<file path="src/rtl/mac_feeder_pkg.sv">
// Shared types and helpers for the mac_feeder operand sequencer.
// Optional build macro used by this slice: MAC_FEEDER_SQDIFF_EN.
package mac_feeder_pkg;

  typedef enum logic [1:0] {IDLE, RUN, DRAIN, DONE} state_t;

  // Flat element index of lane 'lane' within chunk 'chunk'.
  function automatic int unsigned elem_index(input int unsigned chunk,
                                             input int unsigned concat,
                                             input int unsigned lane);
    return chunk * concat + lane;
  endfunction

  function automatic longint sat_max(input int w);
    return (longint'(1) <<< (w - 1)) - 1;
  endfunction

  function automatic longint sat_min(input int w);
    return -(longint'(1) <<< (w - 1));
  endfunction

endpackage

</file>
<file path="src/rtl/mac_feeder_lane_prep.sv">
// One lane of operand preparation: zero masking plus, when MAC_FEEDER_SQDIFF_EN
// is defined, the saturated difference a-b fed to both MAC operands.
module mac_feeder_lane_prep
  import mac_feeder_pkg::*;
#(
  parameter int IN_WIDTH = 16
) (
  input  logic                       en,
  input  logic signed [IN_WIDTH-1:0] a,
  input  logic signed [IN_WIDTH-1:0] b,
  output logic signed [IN_WIDTH-1:0] out_1,
  output logic signed [IN_WIDTH-1:0] out_2
);

`ifdef MAC_FEEDER_SQDIFF_EN
  localparam logic signed [IN_WIDTH:0] SAT_HI = (IN_WIDTH+1)'(sat_max(IN_WIDTH));
  localparam logic signed [IN_WIDTH:0] SAT_LO = (IN_WIDTH+1)'(sat_min(IN_WIDTH));

  function automatic logic signed [IN_WIDTH-1:0] sat(input logic signed [IN_WIDTH:0] x);
    if (x > SAT_HI)      return SAT_HI[IN_WIDTH-1:0];
    else if (x < SAT_LO) return SAT_LO[IN_WIDTH-1:0];
    else                 return x[IN_WIDTH-1:0];
  endfunction

  logic signed [IN_WIDTH:0]   diff;
  logic signed [IN_WIDTH-1:0] d;

  assign diff  = {a[IN_WIDTH-1], a} - {b[IN_WIDTH-1], b};
  assign d     = en ? sat(diff) : '0;
  assign out_1 = d;
  assign out_2 = d;
`else
  assign out_1 = en ? a : '0;
  assign out_2 = en ? b : '0;
`endif

endmodule

</file>
<file path="src/rtl/mac_feeder.sv">
// Streams two operand vectors from synchronous-read memories into the CONCAT-lane
// MAC and returns the accumulated result over valid/ready (MAC_FEEDER_SQDIFF_EN: squared distance).
module mac_feeder
  import mac_feeder_pkg::*;
#(
  parameter int IN_WIDTH   = 16,
  parameter int CONCAT     = 4,
  parameter int ADDR_WIDTH = 10,
  parameter int LEN_WIDTH  = 12
) (
  input  logic                           clk,
  input  logic                           rst,
  input  logic                           start,
  output logic                           start_ready,
  input  logic [ADDR_WIDTH-1:0]          base_a,
  input  logic [ADDR_WIDTH-1:0]          base_b,
  input  logic [LEN_WIDTH-1:0]           len,
  output logic                           rd_en,
  output logic [ADDR_WIDTH-1:0]          addr_a,
  output logic [ADDR_WIDTH-1:0]          addr_b,
  input  logic [CONCAT*IN_WIDTH-1:0]     rd_data_a,
  input  logic [CONCAT*IN_WIDTH-1:0]     rd_data_b,
  output logic [CONCAT*IN_WIDTH-1:0]     mac_in_1,
  output logic [CONCAT*IN_WIDTH-1:0]     mac_in_2,
  output logic                           mac_in_valid,
  output logic                           mac_reset,
  input  logic                           mac_out_valid,
  input  logic signed [2*IN_WIDTH-1:0]   mac_out,
  output logic                           res_valid,
  input  logic                           res_ready,
  output logic signed [2*IN_WIDTH-1:0]   res_data,
  output logic                           busy
);

  localparam int DW = CONCAT * IN_WIDTH;

  state_t                  state, state_n;
  logic [ADDR_WIDTH-1:0]   base_a_q, base_b_q;
  logic [LEN_WIDTH-1:0]    len_q, n_chunks, issue_cnt, out_cnt;
  logic [LEN_WIDTH:0]      n_chunks_w;
  logic                    accept, last_issue, collecting, capture;
  logic                    vld_p0;
  logic [LEN_WIDTH-1:0]    chunk_p0;
  logic [CONCAT-1:0]       lane_en;
  logic [DW-1:0]           prep_1, prep_2;

  assign accept     = start && (state == IDLE);
  assign n_chunks_w = ({1'b0, len} + (LEN_WIDTH+1)'(CONCAT - 1)) / (LEN_WIDTH+1)'(CONCAT);
  assign last_issue = (issue_cnt == n_chunks - 1'b1);
  assign collecting = (state == RUN) || (state == DRAIN);
  assign capture    = collecting && mac_out_valid && (out_cnt == n_chunks - 1'b1);

  assign start_ready = (state == IDLE);
  assign busy        = (state != IDLE);
  assign res_valid   = (state == DONE);
  assign rd_en       = (state == RUN);
  assign addr_a      = rd_en ? base_a_q + ADDR_WIDTH'(issue_cnt) : '0;
  assign addr_b      = rd_en ? base_b_q + ADDR_WIDTH'(issue_cnt) : '0;

  always_ff @(posedge clk) begin
    if (rst) state <= IDLE;
    else     state <= state_n;
  end

  always_comb begin
    state_n = state;
    case (state)
      IDLE:    if (accept)     state_n = (len == '0) ? DONE : RUN;
      RUN:     if (last_issue) state_n = DRAIN;
      DRAIN:   if (capture)    state_n = DONE;
      DONE:    if (res_ready)  state_n = IDLE;
      default:                 state_n = IDLE;
    endcase
  end

  // Job parameters and the chunk tag riding with the read are pure data.
  always_ff @(posedge clk) begin
    if (accept) begin
      base_a_q <= base_a;
      base_b_q <= base_b;
      len_q    <= len;
    end
    chunk_p0 <= issue_cnt;
  end

  always_ff @(posedge clk) begin
    if (rst) begin
      n_chunks     <= '0;
      issue_cnt    <= '0;
      out_cnt      <= '0;
      vld_p0       <= 1'b0;
      mac_in_valid <= 1'b0;
      mac_reset    <= 1'b0;
      mac_in_1     <= '0;
      mac_in_2     <= '0;
      res_data     <= '0;
    end else begin
      if (accept) begin
        n_chunks  <= n_chunks_w[LEN_WIDTH-1:0];
        issue_cnt <= '0;
        out_cnt   <= '0;
        if (len == '0) res_data <= '0;
      end
      if (rd_en) issue_cnt <= issue_cnt + 1'b1;
      if (collecting && mac_out_valid) out_cnt <= out_cnt + 1'b1;
      if (capture) res_data <= mac_out;
      // p0: memory returns the word issued last cycle
      vld_p0 <= rd_en;
      // p1: masked/prepared operands presented to the MAC
      mac_in_valid <= vld_p0;
      mac_reset    <= vld_p0 && (chunk_p0 == '0);
      mac_in_1     <= vld_p0 ? prep_1 : '0;
      mac_in_2     <= vld_p0 ? prep_2 : '0;
    end
  end

  always_comb begin
    lane_en = '0;
    for (int k = 0; k < CONCAT; k++)
      lane_en[k] = elem_index(32'(chunk_p0), CONCAT, k) < 32'(len_q);
  end

  for (genvar k = 0; k < CONCAT; k++) begin : g_lane
    mac_feeder_lane_prep #(.IN_WIDTH(IN_WIDTH)) u_prep (
      .en    (lane_en[k]),
      .a     (rd_data_a[k*IN_WIDTH +: IN_WIDTH]),
      .b     (rd_data_b[k*IN_WIDTH +: IN_WIDTH]),
      .out_1 (prep_1[k*IN_WIDTH +: IN_WIDTH]),
      .out_2 (prep_2[k*IN_WIDTH +: IN_WIDTH])
    );
  end

endmodule
</file>
<file path="config.mk">
export PLATFORM = sky130hd
export DESIGN_NAME = mac_feeder
export DESIGN_NICKNAME = d
export VERILOG_FILES = /design/src/rtl/mac_feeder_pkg.sv /design/src/rtl/mac_feeder_lane_prep.sv /design/src/rtl/mac_feeder.sv
export SDC_FILE = /design/constraint.sdc
export NUM_CORES = 1
export LEC_CHECK = 0
export BUFFER_PORTS_ARGS = -buffer_cell sky130_fd_sc_hd__buf_2
export CAP_MARGIN = 20
export CORE_MARGIN = 1.5
export CORE_UTILIZATION = 44
export DETAILED_ROUTE_END_ITERATION = 7
export GPL_ROUTABILITY_DRIVEN = 0
export GPL_TIMING_DRIVEN = 0
export PLACE_DENSITY = 0.75
export SLEW_MARGIN = 20
export SYNTH_ARGS = -nofsm -noshare
export SYNTH_HDL_FRONTEND = slang
export SYNTH_SLANG_ARGS = --single-unit
</file>
<file path="constraint.sdc">
create_clock -name clk -period 2.7 [get_ports clk]
set_input_delay 0.135 -clock clk [delete_from_list [all_inputs] [get_ports clk]]
set_output_delay 0.135 -clock clk [all_outputs]
set_load 0.01 [all_outputs]
</file>
; Word-level counts from Yosys, hierarchy flattened
; Cells that the tools add are included.
[classes]
n_bitwise = 5
order_cmp = 4
n_mux = 14
n_addsub = 9
shift = 0
mul = 0
n_div = 0
n_reduce_logical = 19
eq_ne = 9
[op_table]
columns = operator, count
row1 = 2-to-1 mux 32 bit, 3
row2 = < comparator 15 x 12 -> 1 bit, 3
row3 = 2-to-1 mux 12 bit, 3
row4 = "adder 14 x 2 -> 15 bit, second input constant", 2
row5 = "adder 12 x 1 -> 12 bit, second input constant", 2
row6 = equality test 12 bit, 2
row7 = zero test 12 bit, 2
row8 = adder 10 bit, 2
row9 = 2-to-1 mux 10 bit, 2
row10 = "adder 14 x 1 -> 15 bit, second input constant", 1
row11 = < comparator 14 x 12 -> 1 bit, 1
row12 = "adder 12 x 2 -> 13 bit, second input constant", 1
row13 = OR reduction 3 bit, 4
row14 = "subtractor 11 x 1 -> 12 bit, second input constant", 1
row15 = 2-to-1 mux 2 bit, 5
row16 = nonzero test 2 bit, 5
row17 = case mux 2 bit (4 select lines), 1
row18 = "inequality test 2 x 1 -> 1 bit, second input constant", 3
row19 = NOT 1 bit, 5
row20 = "equality test 2 bit, second input constant", 2
row21 = logical AND 1 bit, 4
row22 = AND reduction 4 bit, 1
row23 = "equality test 2 x 1 -> 1 bit, second input constant", 1
row24 = zero test 2 bit, 1
row25 = other kinds (3), 3
[word_totals]
ram_bits = 0
reg_bits = 244
romBits = 0
output_inout_bits = 186
inputBits = 197
mem_count = 0
latch_bits = 0
wordCells = 80

; Logic depth before layout (Yosys ltp)
; Gate-level depths: netlist of run 1.
[depth]
ltp_word = 6
ltp_mapped = 11
mapped_depth_nobuf = 9

; Modules after synthesis
; From an unflattened synthesis of run 1, not the netlist that was laid out.
[hier_totals]
cells_unflattened = 1100
area_unflattened_um2 = 10727.8
[by_module_without_submodules]
columns = mod, cells_per_inst, area_each_um2, seq_area_each_um2, instances
row1 = mac_feeder, 960, 9706.8, 5205.0, 1
row2 = mac_feeder_lane_prep, 35, 255.2, 0.0, 4

; Worst setup path before layout of run 1
; Ideal clock, no wire load.
[synth_timing]
kind = reg2reg
start = register n_chunks[5]
end = register state[1]
required_ps = 2577
period_less_slack_ps = 2565
path_stages_with_launch = 8
setup_ps = 123
slack_ps = 135
n_path_buf = 1
arrival_time_ps = 2442
cell_sequence = dfxtp_1 -> buf_4 -> or4_4 -> or4_4 -> o22a_4 -> nor4_4 -> o21ai_2 -> mux2_1
[synth_between]
elab_chain_cells = 5
elab_cells_between_ends = 7
cone_classes = add/sub (1) / eq/ne (4) / reduce/logical (2)
[synth_rtl]
columns = item, line
row1 = from (decl), mac_feeder.sv:39  ; logic [LEN_WIDTH-1:0] len_q, n_chunks, issue_cnt, out_cnt;
row2 = from (signal assigned), mac_feeder.sv:99  ; n_chunks <= n_chunks_w[LEN_WIDTH-1:0];
row3 = subtractor 11 x 1 -> 12 bit *, "mac_feeder.sv:49, mac_feeder.sv:51"
row4 = equality test 12 bit, mac_feeder.sv:51  ; assign capture = collecting && mac_out_valid && (out_cnt == n_chunks - 1'b1);
row5 = logical AND 1 bit, mac_feeder.sv:51
row6 = inequality test 2 bit (no line), --
row7 = AND reduction 4 bit (no line) *, --
row8 = to (signal assigned), mac_feeder.sv:62  ; else state <= state_n;
row9 = to (decl), mac_feeder.sv:37  ; state_t state, state_n;
; Mark *: on every way between the ends. The rest lies on a longest branch, timed or not.
; A chain may end at the register's enable or synchronous reset.

; Worst setup path after layout of run 1
[layout_timing]
start = register issue_cnt[1]
end = output addr_a[7]
[layout_between]
elab_chain_cells = 2
[layout_rtl]
columns = item, line
row1 = from (decl), mac_feeder.sv:39
row2 = from (signal assigned), mac_feeder.sv:104  ; if (rd_en) issue_cnt <= issue_cnt + 1'b1;
row3 = adder 10 bit, mac_feeder.sv:57  ; assign addr_a = rd_en ? base_a_q + ADDR_WIDTH'(issue_cnt) : '0;
row4 = 2-to-1 mux 10 bit, mac_feeder.sv:57
row5 = to (decl), mac_feeder.sv:19  ; output logic [ADDR_WIDTH-1:0] addr_a,
; Every way passes these cells.

==> qor.json, run 1 <==
{
  "worst_path_dominant_cell_family": "compound AO/OA/AOI/OAI gates",
  "multi_input_comb_area_um2": 4480,
  "cpMaxStageDelayCell": "a2111oi_4",
  "slew-limit-headroom_pct": 48.2,
  "dieWidth_um": 152,
  "synth_edf_count": 32,
  "internal-power_mw": 7.43,
  "rows": 54,
  "critPathMaxStageDelay_ns": 0.47,
  "netlist_area_um2": 9770,
  "clkSinkCount": 244,
  "violations": "negative setup slack",
  "vdd.ir_drop.worst_uv": 539,
  "regToRegSetupSlack_ns": 0,
  "wl_per_cell_um": 18.7,
  "r2r_cells": 11,
  "grt_max_degree": 35,
  "cts_h_tree_depth": 1,
  "synth_top_area_share_pct": 43.4,
  "grt_first_pass_wirelength_um": 51900,
  "timing_hold_violations_final": 0,
  "cts_buf_count": 26,
  "cellPowerDensity_nw_per_um2": 674,
  "mean_cell_area_of_the_mapped_netlist_um2": 10.6,
  "synth_top_cell_by_area": "dfxtp_1",
  "dieHeight_um": 152,
  "worst-endpoint-arrival_ns": 2.78,
  "antenna_found_initial": 6,
  "crit_fanout": 9,
  "start_to_end_type_of_the_worst_setup_path": "flip-flop to output pin",
  "cp_depth": 9,
  "highest_clock_rate_mhz": 343,
  "reg2reg_to": "res_data[1]$_SDFFE_PP0P_",
  "logic_gate_share_of_total_power_pct": 25.7,
  "nFillCells": 1469,
  "period_share_pct": 108,
  "synth_area_leaders": "dfxtp_1 (43%), edfxtp_1 (9.8%), and2_1 (7.4%), ha_1 (4.6%), a22oi_2 (3.8%)",
  "switchingPower_mw": 3.04,
  "worst_setup_path_endpoint": "addr_a[7]",
  "synth_top_flop_cell": "dfxtp_1",
  "timing.final.crit_period_ns": 2.92,
  "synth_cell_type_count": 63,
  "placement.io_buffers": 381,
  "timing.critical_path.cells": "ha_1 -> a21o_1 -> a21oi_2 -> o21bai_2 -> a2111oi_4 -> nor2_1 -> xnor2_1 -> nor2b_1 -> buf_2",
  "total_of_flip_flops_plus_latches_after_synthesis": 244,
  "layout_cell_share_with_drive_strength_beyond_1_pct": 37.2,
  "ioPinCount": 383,
  "worstSetupEndpointType": "output pin",
  "detailedRoute.firstIterationViolations": 565,
  "finish.net_count": 1792,
  "detailedRoute.firstPassIterationCount": 5,
  "share_clk_of_total_power_pct": 34.8,
  "drv_slew": 0,
  "min_path_cells": 4,
  "critical_path.reg2reg.startpoint": "n_chunks[3]$_SDFFE_PP0P_",
  "worstSetupStartpointType": "flip-flop",
  "async_flop_share_pct": 0,
  "layout.area.seq_um2": 5230,
  "finalWirelength_um": 34800,
  "route.detailed.vias_per_inst": 5.13,
  "cts_max_path_bufs": 3,
  "final.setup.worst_slack_ns": -0.215,
  "ctsRootBufferMaster": "clkbuf_16",
  "final_core_util_pct": 71.2,
  "grt_usage_pct": 28.3,
  "gr-total-overflow": 0,
  "drc": 0,
  "sequentialPowerShare_pct": 39.5,
  "rsz0062_at_grt": "true",
  "drtAntennaViolNets": 0,
  "die-area_um2": 23100,
  "syn_inst": 918,
  "setup-violations-final": 8,
  "clk_latency_ns": 0.53,
  "leakagePower_nw": 7.17,
  "design.core.area_um2": 21800,
  "synth-warning-count": 0,
  "clock_skew_ns": 0.0157,
  "mappedNetlistNets": 1153,
  "seq_area_frac_synth_pct": 53.3,
  "hold_removal_path_class": "input port to flip-flop",
  "start_util_pct": 44.8,
  "syn2layout_area_growth_pct": 58.9,
  "max_cap_viol_count": 0,
  "run_status": "finished, violations left",
  "tritoncts": "built",
  "total_power_mw": 10.5,
  "critPathRequiredTime_ns": 2.57,
  "setup_total_negative_slack_ns": -0.816,
  "number_of_vias_after_detailed_routing": 9560,
  "first_global_vias": 9697,
  "tightestPinTransition_ns": 0.770,
  "clock_edge_transition_at_the_registers_on_the_reported_setup_and_hold_paths_ns": 0.06,
  "worstPathBufferInverterCount": 1,
  "timing.critical_path.from": "issue_cnt[1]$_SDFFE_PP0P_",
  "swShare_pct": 29.0,
  "hpwlAfterDp_um": 21900
}
## power groups by stage
stage | clock, mW | combinational (mW) | sequential, mW
after global placement | 0 | 1.99 | 4.17
after global routing | 3.83 | 2.90 | 4.16
after floorplan | 0 | 1.26 | 4.22
final | 3.64 | 2.69 | 4.14
after CTS | 3.67 | 2.42 | 4.11
after detailed placement | 0 | 2.04 | 4.18
## Yosys cell counts (3+ instances only)
| cell | n |
|---|---|
| or2_2 | 5 |
| nor2b_1 | 10 |
| nor2_1 | 78 |
| nand2_1 | 31 |
| or4_4 | 3 |
| a21oi_1 | 39 |
| nand4_1 | 7 |
| o21a_1 | 7 |
| o21ai_0 | 15 |
| xnor2_1 | 30 |
| dfxtp_1 | 212 |
| ha_1 | 36 |
| inv_1 | 29 |
| o21bai_1 | 7 |
| and3_1 | 10 |
| mux2i_1 | 3 |
| nand3b_1 | 4 |
| edfxtp_1 | 32 |
| a211oi_1 | 11 |
| nand2b_1 | 7 |
| a2111oi_0 | 3 |
| a21o_1 | 10 |
| buf_4 | 3 |
| and2_1 | 116 |
| buf_6 | 8 |
| nor4_1 | 10 |
| mux2_2 | 6 |
| a22oi_1 | 5 |
| nor3b_1 | 33 |
| nand3_1 | 21 |
| nor3_1 | 9 |
| clkbuf_1 | 36 |
| xor2_1 | 15 |
| xnor3_1 | 3 |
| a22oi_2 | 30 |
## cell families (layout without fill, tap and decap cells)
family	after synthesis	count (layout)	synth area share (%)
adders and majority gates	38	38	5.02
DFF	244	244	53.3
buffers and inverters	79	737	3.78
muxes	10	10	1.11
and+or+nand+nor	352	352	20.3
AOI/OAI and AO/OA	147	147	11.8
other	0	8	0
xor gates and xnor gates	48	48	4.72
## registers in the layout, indices dropped and copies added (netlist names), 2 cells and up
register and count:
issue_cnt 12, out_cnt 12, base_a_q 10, mac_in_1 64
chunk_p0 12, res_data 32, n_chunks 11, base_b_q 10
state 2, mac_in_2 64, len_q 12
## tightest hold or removal path, cell delays in order
cell	delay, ns
buf_2	0.09
nand2_1	0.23
nand3b_1	0.17
a21oi_1	0.06
## per-layer routing
metal | GRT usage (%) | vias up | routed length (um)
li1 | - | 4447 | -
met1 | 29.4 | 4551 | 12600
met2 | 54.3 | 423 | 18400
met3 | 5.42 | 139 | 2080
met4 | 13.5 | 0 | 1800
met5 | 0 | - | 0
## layout by cell type (no fill, tap or decap), drive strengths merged, types with 8 or more instances in the layout
cell type / instances
diode: 8
nor4: 11
nor2: 78
and2: 116
xnor2: 30
buf: 433
edfxtp: 32
nor3: 9
a21oi: 39
a22oi: 35
and3: 10
clkbuf: 73
nand2: 31
a21o: 10
dfxtp: 212
nor2b: 10
nor3b: 34
xor2: 15
ha: 36
nand3: 21
dlygate4sd3: 193
o21ai: 17
a211oi: 11
inv: 30
## metrics by stage
step | instances | hold WS (ns) | instance area, um2 | worst slack [ns]
2_1_floorplan | 918 | 0.234 | 9770 | 0.135
3_3_place_gp | 1579 | 0.313 | 12000 | -0.547
3_5_place_dp | 1580 | 0.313 | 12100 | -0.139
4_1_cts | 1836 | 0.184 | 15200 | -0.129
5_1_grt | 1862 | 0.206 | 15500 | -0.342
6_report | 1864 | 0.194 | 15500 | -0.215
## repair_timing
item                                    CTS  global route
buffers inserted                         15            22
endpoints found under the setup margin  118           147
pin swaps                                32            17
gates cloned                              3             0
gates resized for setup                  45            61
endpoints found under the hold margin   198             0
hold buffers                            193             0
## worst min-delay path by stage
stage	startpoint	end	slack (ns)
2_1_floorplan	base_a[0]	base_a_q[0]$_DFFE_PP_	0.23
3_3_place_gp	base_a[9]	base_a_q[9]$_DFFE_PP_	0.31
3_5_place_dp	base_b[3]	base_b_q[3]$_DFFE_PP_	0.31
4_1_cts	start	issue_cnt[1]$_SDFFE_PP0P_	0.18
5_1_grt	start	issue_cnt[1]$_SDFFE_PP0P_	0.21
6_report	start	issue_cnt[1]$_SDFFE_PP0P_	0.19
## cell type report
type                    count  area share [%]
flip-flops and latches    244            33.7
multi-input cells         595            28.8
repair buffers            615            27.1
clock buffers              39            5.22
well taps                 280            2.26
plain buffers              45            1.63
inverters                  30           0.741
clock inverters             8           0.499
diodes                      8           0.129
(Power assumes the default switching activity.)
==> run 2: changes to the inputs <==
clock period = 2.35 ns   (was 2.7 ns; I/O delays follow)
==> run 2 against run 1 <==
The flow still finishes with violations (negative setup slack). Sequential share of layout area shrank 0.68 points. Critical endpoint is now addr_b[9]. Combinational power grew 17%. Sequential power grew 15%.
==> qor.json, run 2 (synthesis gave the netlist of run 1 again) <==
{
  "clock_edge_transition_at_the_registers_on_the_reported_setup_and_hold_paths": {"value": 0.06, "unit": "ns", "change": "about the same"},
  "dieWidth": {"value": 152, "unit": "um", "change": "unchanged"},
  "critical_path.reg2reg.startpoint": {"value": "n_chunks[5]$_SDFFE_PP0P_", "change": "was n_chunks[3]$_SDFFE_PP0P_"},
  "dieHeight": {"value": 152, "unit": "um", "change": "unchanged"},
  "grt_max_degree": {"value": 42, "change": "was 35"},
  "critPathRequiredTime": {"value": 2.23, "unit": "ns", "change": "was 2.57 ns"},
  "slew-limit-headroom": {"value": 55.6, "unit": "%", "change": "was 48.2%"},
  "mostFrequentLayoutCells": {"value": "buf_2 (384), dfxtp_1 (203), dlygate4sd3_1 (193), and2_1 (116), nor2_1 (76)", "change": "was buf_2 (382), dfxtp_1 (203), dlygate4sd3_1 (193), and2_1 (116), nor2_1 (78)"},
  "syn2layout_area_growth": {"value": 62.2, "unit": "%", "change": "was 58.9%"},
  "grt_usage": {"value": 28.1, "unit": "%", "change": "was 28.3%"},
  "layout_cell_share_with_drive_strength_beyond_1": {"value": 39.1, "unit": "%", "change": "was 37.2%"},
  "layout.cell_area.non_filler": {"value": 15900, "unit": "um2", "change": "was 15,500 um2"},
  "route.detailed.vias_per_inst": {"value": 5.11, "change": "was 5.13"},
  "antenna_found_initial": {"value": 7, "change": "was 6"},
  "final.setup.worst_slack": {"value": -0.507, "unit": "ns", "change": "was -0.215 ns"},
  "place_inst": {"value": 1579, "change": "was 1,580"},
  "detailedRoute.firstIterationViolations": {"value": 573, "change": "was 565"},
  "number_of_vias_after_detailed_routing": {"value": 9523, "change": "was 9,560"},
  "violations": {"value": "negative setup slack", "change": "unchanged"},
  "tightestPinTransition": {"value": 0.665, "unit": "ns", "change": "was 0.770 ns"},
  "ctsRootBufferMaster": {"value": "clkbuf_16", "change": "unchanged"},
  "timing.critical_path.from": {"value": "base_b_q[1]$_DFFE_PP_", "change": "was issue_cnt[1]$_SDFFE_PP0P_"},
  "die-area": {"value": 23100, "unit": "um2", "change": "unchanged"},
  "timing.final.crit_period_ns": 2.86,
  "finalWirelength": {"value": 35400, "unit": "um", "change": "was 34,800 um"},
  "tritoncts": {"value": "built", "change": "unchanged"},
  "clkSinkCount": {"value": 244, "change": "unchanged"},
  "hpwlAfterDp": {"value": 21500, "unit": "um", "change": "was 21,900 um"},
  "clk_latency": {"value": 0.54, "unit": "ns", "change": "was 0.53 ns"},
  "highest_clock_rate_mhz": 350,
  "setup_total_negative_slack": {"value": -14.61, "unit": "ns", "change": "was -0.816 ns"},
  "run_status": {"value": "finished, violations left", "change": "unchanged"},
  "final_core_util": {"value": 72.6, "unit": "%", "change": "was 71.2%"},
  "vdd.ir_drop.worst": {"value": 484, "unit": "uV", "change": "was 539 uV"},
  "cts_buf_count": {"value": 26, "change": "unchanged"},
  "hold_removal_path_class": {"value": "input port to flip-flop", "change": "unchanged"},
  "place_area": {"value": 12100, "unit": "um2", "change": "unchanged"},
  "drv_slew": {"value": 0, "change": "unchanged"},
  "cellPowerDensity": {"value": 776, "unit": "nW/um2", "change": "was 674 nW/um2"},
  "start_to_end_type_of_the_worst_setup_path": {"value": "flip-flop to output pin", "change": "unchanged"},
  "placement.io_buffers": {"value": 381, "change": "unchanged"},
  "worst-endpoint-arrival": {"value": 2.74, "unit": "ns", "change": "was 2.78 ns"},
  "first_global_vias": {"value": 9697, "change": "unchanged"},
  "start_util": {"value": 44.8, "unit": "%", "change": "unchanged"},
  "worstSetupEndpointType": {"value": "output pin", "change": "unchanged"},
  "ioPinCount": {"value": 383, "change": "unchanged"},
  "cts_max_path_bufs": {"value": 3, "change": "unchanged"},
  "hold_path_startpoint": {"value": "start", "change": "unchanged"},
  "timing.critical_path.cells": {"value": "buf_4 -> ha_4 -> a21o_1 -> a21oi_4 -> o21bai_4 -> a2111oi_4 -> o31ai_2 -> xnor2_1 -> and2_1 -> buf_2", "change": "was ha_1 -> a21o_1 -> a21oi_2 -> o21bai_2 -> a2111oi_4 -> nor2_1 -> xnor2_1 -> nor2b_1 -> buf_2"},
  "regToRegSetupSlack": {"value": -0.40, "unit": "ns", "change": "was 0 ns"},
  "design.core.area": {"value": 21800, "unit": "um2", "change": "unchanged"},
  "rows": {"value": 54, "change": "unchanged"},
  "cpMaxStageDelayCell": {"value": "edfxtp_1", "change": "was a2111oi_4"},
  "finish.net_count": {"value": 1795, "change": "was 1,792"},
  "wl_per_cell": {"value": 19.0, "unit": "um", "change": "was 18.7 um"},
  "cts_h_tree_depth": {"value": 1, "change": "unchanged"},
  "period_share_pct": 122,
  "detailedRoute.firstPassIterationCount": {"value": 7, "change": "was 5"},
  "critPathMaxStageDelay": {"value": 0.40, "unit": "ns", "change": "was 0.47 ns"},
  "setup-violations-final": {"value": 48, "change": "was 8"},
  "rsz0062_at_grt": {"value": "true", "change": "unchanged"},
  "gr-total-overflow": {"value": 0, "change": "unchanged"},
  "grt_first_pass_wirelength": {"value": 51900, "unit": "um", "change": "about the same"},
  "timing_hold_violations_final": {"value": 0, "change": "unchanged"},
  "hold-worst-slack": {"value": 0.0855, "unit": "ns", "change": "was 0.194 ns"},
  "crit_fanout": {"value": 2, "change": "was 9"},
  "most_frequent_standard_cell_in_the_layout_excluding_fill_and_tap_cells": {"value": "buf_2", "change": "unchanged"},
  "worstSetupStartpointType": {"value": "flip-flop", "change": "unchanged"},
  "largest_registers_ranked_by_flip_flop_count": {"value": "mac_in_1 (64), mac_in_2 (64), res_data (32)", "change": "unchanged"},
  "drtAntennaViolNets": {"value": 0, "change": "unchanged"},
  "leakagePower": {"value": 7.29, "unit": "nW", "change": "was 7.17 nW"},
  "finalNonFillerCells": {"value": 1864, "change": "unchanged"},
  "clock_skew": {"value": 0.0206, "unit": "ns", "change": "was 0.0157 ns"},
  "drc": {"value": 0, "change": "unchanged"},
  "max_cap_viol_count": {"value": 0, "change": "unchanged"}
}
## run 2: repair_timing
action                                 4_1_cts  5_1_grt
endpoints found under the hold margin      202        0
hold buffers                               193        0
setup endpoints to repair                  221      177
gates resized for setup                     90       74
pin swaps                                   36       35
gates cloned                                 3        3
buffers inserted                            30       13
## run 2: where the power goes
group	switching, mW	internal (mW)
combinational	1.65	1.50
clock	1.73	2.66
sequential	0.182	4.57
## run 2: path summary, 6_finish.rpt
| kind | end | cells after the start |
|---|---|---|
| worst max register to register | state[1]$_SDFFE_PP0P_ | 10 |
| worst max-delay path | addr_b[9] | 10 |
| worst min register to register | chunk_p0[9]$_DFF_P_ | 0 |
| worst min-delay path | issue_cnt[1]$_SDFFE_PP0P_ | 4 |
## run 2: area by class of cell
class	instances	area [um2]
clock inverter	9	138
fill	1415	5970
sequential	244	5230
inverter	30	116
tap	280	350
buffer	45	302
clock buffer	35	778
antenna	8	20.0
timing repair buffer	618	4270
multi-input combinational	595	4650
## run 2: metal layers
metal / wire (um) / up-vias / GRT usage, %
li1: - / 4449 / -
met1: 12900 / 4560 / 30.4
met4: 1570 / 0 / 12.3
met2: 18900 / 395 / 53.2
met5: 0 / - / 0
met3: 1960 / 119 / 5.08
## run 2: worst max-delay path: cells and delay by family, from the launching register on
| kind | cells | cell delay, ns |
|---|---|---|
| AO/OA/AOI/OAI | 5 | 1.04 |
| XOR/XNOR | 1 | 0.13 |
| adder cells (fa/ha/maj) | 1 | 0.20 |
| buffers and inverters | 2 | 0.29 |
| flip-flops | 1 | 0.40 |
| AND/OR/NAND/NOR | 1 | 0.15 |
## run 2: through the flow
stage,setup WS (ns),total power [mW]
final,-0.507,12.3
after global routing,-0.614,12.8
after CTS,-0.458,12.0
after detailed placement,-0.617,7.15
after global placement,-0.539,7.09
after floorplan,-0.185,6.30
==> run 3: changes to the inputs <==
ABC_AREA = 1   (was default)
CORE_UTILIZATION = 45   (was 44)
HOLD_SLACK_MARGIN = 0.08   (was default)
SYNTH_HIERARCHICAL = 1   (was default)
==> run 3 against run 2 <==
The flow still finishes with violations (negative setup slack). Clock-buffer cell count is 3 higher. Register-to-register slack better by 0.48 ns. Cell count is 31% higher. First-iteration DRC count is 110% higher. Worst hold slack better by 0.041 ns. Sequential power is 3% higher. Sequential share of layout area is 1.6 points lower. Via count is 28% higher. Setup slack better by 0.20 ns. Total power is 4.0% higher. Largest power group unchanged.
==> qor.json, run 3 <==
{
  "async_flop_share": {"value": 0, "unit": "%", "change": "unchanged"},
  "antenna_found_initial": {"value": 4, "change": "was 7"},
  "vdd.ir_drop.worst": {"value": 484, "unit": "uV", "change": "about the same"},
  "layout_cell_share_with_drive_strength_beyond_1": {"value": 27.0, "unit": "%", "change": "was 39.1%"},
  "max_cap_viol_count": {"value": 0, "change": "unchanged"},
  "total_of_flip_flops_plus_latches_after_synthesis": {"value": 244, "change": "unchanged"},
  "worst-endpoint-arrival": {"value": 2.54, "unit": "ns", "change": "was 2.74 ns"},
  "netlist_area": {"value": 11000, "unit": "um2", "change": "was 9770 um2"},
  "compound_gate_fraction_of_synth_area": {"value": 8.32, "unit": "%", "change": "was 11.8%"},
  "dieHeight": {"value": 159, "unit": "um", "change": "was 152 um"},
  "grt_max_degree": {"value": 42, "change": "unchanged"},
  "final.setup.worst_slack": {"value": -0.309, "unit": "ns", "change": "was -0.507 ns"},
  "critPathRequiredTime": {"value": 2.23, "unit": "ns", "change": "about the same"},
  "cts_buf_count": {"value": 26, "change": "unchanged"},
  "worstSetupEndpointType": {"value": "output pin", "change": "unchanged"},
  "leakagePower": {"value": 9.17, "unit": "nW", "change": "was 7.29 nW"},
  "clock_skew": {"value": 0.00972, "unit": "ns", "change": "was 0.0206 ns"},
  "tightestPinTransition": {"value": 0.755, "unit": "ns", "change": "was 0.665 ns"},
  "syn_inst": {"value": 1475, "change": "was 918"},
  "hpwlAfterDp": {"value": 23400, "unit": "um", "change": "was 21,500 um"},
  "wl_per_cell": {"value": 16.1, "unit": "um", "change": "was 19.0 um"},
  "post_synthesis_mux_area_share": {"value": 0, "unit": "%", "change": "was 1.11%"},
  "synth_most_common_cell": {"value": "inv_1", "change": "was dfxtp_1"},
  "netlist_top_cells_count": {"value": "inv_1 (347), nand2_1 (296), dfxtp_1 (212)", "change": "was dfxtp_1 (212), and2_1 (116), nor2_1 (78)"},
  "grt_usage": {"value": 29.2, "unit": "%", "change": "was 28.1%"},
  "ctsRootBufferMaster": {"value": "clkbuf_16", "change": "unchanged"},
  "mean_cell_area_of_the_mapped_netlist": {"value": 7.43, "unit": "um2", "change": "was 10.6 um2"},
  "timing.final.crit_period": {"value": 2.66, "unit": "ns", "change": "was 2.86 ns"},
  "synth-warning-count": {"value": 6, "change": "was 0"},
  "mostFrequentLayoutCells": {"value": "buf_2 (392), inv_1 (343), nand2_1 (287), dfxtp_1 (199), dlygate4sd3_1 (193)", "change": "was buf_2 (384), dfxtp_1 (203), dlygate4sd3_1 (193), and2_1 (116), nor2_1 (76)"},
  "rows": {"value": 56, "change": "was 54"},
  "hold-worst-slack": {"value": 0.126, "unit": "ns", "change": "was 0.0855 ns"},
  "first_global_vias": {"value": 12000, "change": "was 9,697"},
  "synth-simple-area-share": {"value": 23.4, "unit": "%", "change": "was 20.3%"},
  "multi_input_comb_area": {"value": 4500, "unit": "um2", "change": "was 4650 um2"},
  "synth_top_cell_by_area": {"value": "dfxtp_1", "change": "unchanged"},
  "clock_edge_transition_at_the_registers_on_the_reported_setup_and_hold_paths": {"value": 0.06, "unit": "ns", "change": "about the same"},
  "finish.net_count": {"value": 2338, "change": "was 1,795"},
  "most_frequent_standard_cell_in_the_layout_excluding_fill_and_tap_cells": {"value": "buf_2", "change": "unchanged"},
  "clkSinkCount": {"value": 244, "change": "unchanged"},
  "syn2layout_area_growth": {"value": 52.3, "unit": "%", "change": "was 62.2%"},
  "rsz0062_at_grt": {"value": "true", "change": "unchanged"},
  "hold_removal_path_class": {"value": "input port to flip-flop", "change": "unchanged"},
  "nFillCells": {"value": 1707, "change": "was 1,415"},
  "tritoncts": {"value": "built", "change": "unchanged"},
  "violations": {"value": "negative setup slack", "change": "unchanged"},
  "setup-violations-final": {"value": 4, "change": "was 48"},
  "start_util": {"value": 46.3, "unit": "%", "change": "was 44.8%"},
  "clk_latency": {"value": 0.53, "unit": "ns", "change": "was 0.54 ns"},
  "synth_edf_count": {"value": 32, "change": "unchanged"},
  "highest_clock_rate": {"value": 376, "unit": "MHz", "change": "was 350 MHz"},
  "drv_slew": {"value": 0, "change": "unchanged"},
  "cts_max_path_bufs": {"value": 3, "change": "unchanged"},
  "period_share": {"value": 113, "unit": "%", "change": "was 122%"},
  "cellPowerDensity": {"value": 766, "unit": "nW/um2", "change": "was 776 nW/um2"},
  "drtAntennaViolNets": {"value": 0, "change": "unchanged"},
  "layout.area.seq": {"value": 5240, "unit": "um2", "change": "was 5230 um2"},
  "worstSetupStartpointType": {"value": "flip-flop", "change": "unchanged"},
  "synth_top_flop_cell": {"value": "dfxtp_1", "change": "unchanged"},
  "slew-limit-headroom": {"value": 49.7, "unit": "%", "change": "was 55.6%"},
  "die-area": {"value": 25300, "unit": "um2", "change": "was 23,100 um2"},
  "synth_top_area_share": {"value": 38.7, "unit": "%", "change": "was 43.4%"},
  "run_status": {"value": "finished, violations left", "change": "unchanged"},
  "dieWidth": {"value": 159, "unit": "um", "change": "was 152 um"},
  "detailedRoute.firstPassIterationCount": {"value": 6, "change": "was 7"},
  "synth_area_leaders": {"value": "dfxtp_1 (39%), inv_1 (12%), nand2_1 (10%), edfxtp_1 (8.8%), nor2_1 (6.6%)", "change": "was dfxtp_1 (43%), edfxtp_1 (9.8%), and2_1 (7.4%), ha_1 (4.6%), a22oi_2 (3.8%)"},
  "finalWirelength": {"value": 39400, "unit": "um", "change": "was 35,400 um"},
  "setup_total_negative_slack": {"value": -0.821, "unit": "ns", "change": "was -14.61 ns"},
  "placement.io_buffers": {"value": 381, "change": "unchanged"},
  "start_to_end_type_of_the_worst_setup_path": {"value": "flip-flop to output pin", "change": "unchanged"},
  "synth_cell_type_count": {"value": 45, "change": "was 63"},
  "largest_registers_ranked_by_flip_flop_count": {"value": "mac_in_1 (64), mac_in_2 (64), res_data (32)", "change": "unchanged"},
  "number_of_vias_after_detailed_routing": {"value": 12200, "change": "was 9,523"},
  "combinational_family_with_the_most_area_after_synthesis": {"value": "simple AND/OR/NAND/NOR gates", "change": "unchanged"},
  "seq_area_frac_synth": {"value": 47.5, "unit": "%", "change": "was 53.3%"},
  "ioPinCount": {"value": 383, "change": "unchanged"},
  "synth_fa_ha_area_share": {"value": 4.47, "unit": "%", "change": "was 5.02%"},
  "design.core.area": {"value": 23700, "unit": "um2", "change": "was 21,800 um2"},
  "synth_xor_xnor_area_share": {"value": 1.37, "unit": "%", "change": "was 4.72%"},
  "timing_hold_violations_final": {"value": 0, "change": "unchanged"},
  "drc": {"value": 0, "change": "unchanged"},
  "mappedNetlistNets": {"value": 1710, "change": "was 1,153"},
  "cts_h_tree_depth": {"value": 1, "change": "unchanged"},
  "gr-total-overflow": {"value": 0, "change": "unchanged"},
  "crit_fanout": {"value": 3, "change": "was 2"},
  "route.detailed.vias_per_inst": {"value": 4.98, "change": "was 5.11"},
  "grt_first_pass_wirelength": {"value": 59900, "unit": "um", "change": "was 51,900 um"},
  "detailedRoute.firstIterationViolations": {"value": 1222, "change": "was 573"}
}
## run 3: worst max-delay path, stage by stage (launching register included)
cell and delay, ns:
edfxtp_1 0.41, ha_4 0.19, fa_2 0.34, nand3_2 0.08, nand2_2 0.07, nand2_1 0.08, nand2_1 0.07, a21oi_2 0.14
nor2_1 0.06, o21ai_1 0.13, nand2_1 0.12, o21ai_2 0.14, a21oi_2 0.05, buf_2 0.14
## run 3: final cells by class
class                   instances  area share, %
flip-flops and latches        244           31.4
plain buffers                  52           2.02
well taps                     319           2.39
diodes                          4         0.0600
clock inverters                 8          0.292
repair buffers                600           24.2
multi-input cells             828           26.9
clock buffers                  38           4.78
inverters                     351           7.91
## run 3: per-stage QoR
step | worst slack (ns) | area (um2) | total power, mW | util, % | std cells
final | -0.309 | 16700 | 12.8 | 70.5 | 2444
after global routing | -0.436 | 16700 | 13.4 | 70.5 | 2444
after CTS | -0.298 | 16300 | 12.4 | 69.0 | 2424
after detailed placement | -0.393 | 13300 | 7.99 | 56.0 | 2175
after global placement | -0.360 | 13300 | 7.92 | 56.0 | 2175
after floorplan | 0.322 | 11000 | 6.95 | - | 1475
## run 3: logic make-up after synthesis
kind of cell | Yosys count
flops | 244
fa+ha+maj | 38
compound gates | 164
buf+inv | 403
xor+xnor | 14
simple gates | 612
## run 3: worst paths after layout
check	start	endpoint	slack, ns	cells past startpoint
worst min-delay path	res_ready	state[1]$_SDFFE_PP0P_	0.13	6
worst min register to register	issue_cnt[9]$_SDFFE_PP0P_	chunk_p0[9]$_DFF_P_	0.35	0
worst max-delay path	base_b_q[0]$_DFFE_PP_	addr_b[8]	-0.31	13
worst max register to register	len_q[4]$_DFFE_PP_	mac_in_1[46]$_SDFF_PP0_	0.08	15
## run 3: power breakdown
| part | switching (mW) | internal [mW] |
|---|---|---|
| registers | 0.257 | 4.63 |
| clock network | 1.72 | 2.35 |
| logic | 2.33 | 1.50 |
| total | 4.31 | 8.48 |
## run 3: per-layer routing
metal	track usage, %	part of all wire [%]	vias up
met4	15.8	6.0	0
met5	0	0	-
met2	54.8	52	631
met1	30.9	35	5577
met3	4.98	7.0	205
li1	-	-	5769
## run 3: repair_timing
action / 4_1_cts / 5_1_grt
setup buffers: 11 / 14
resized for setup: 55 / 57
pin swaps: 15 / 19
cloned: 0 / 1
endpoints found under the hold margin: 202 / 3
endpoints found under the setup margin: 102 / 118
hold buffers: 192 / 1
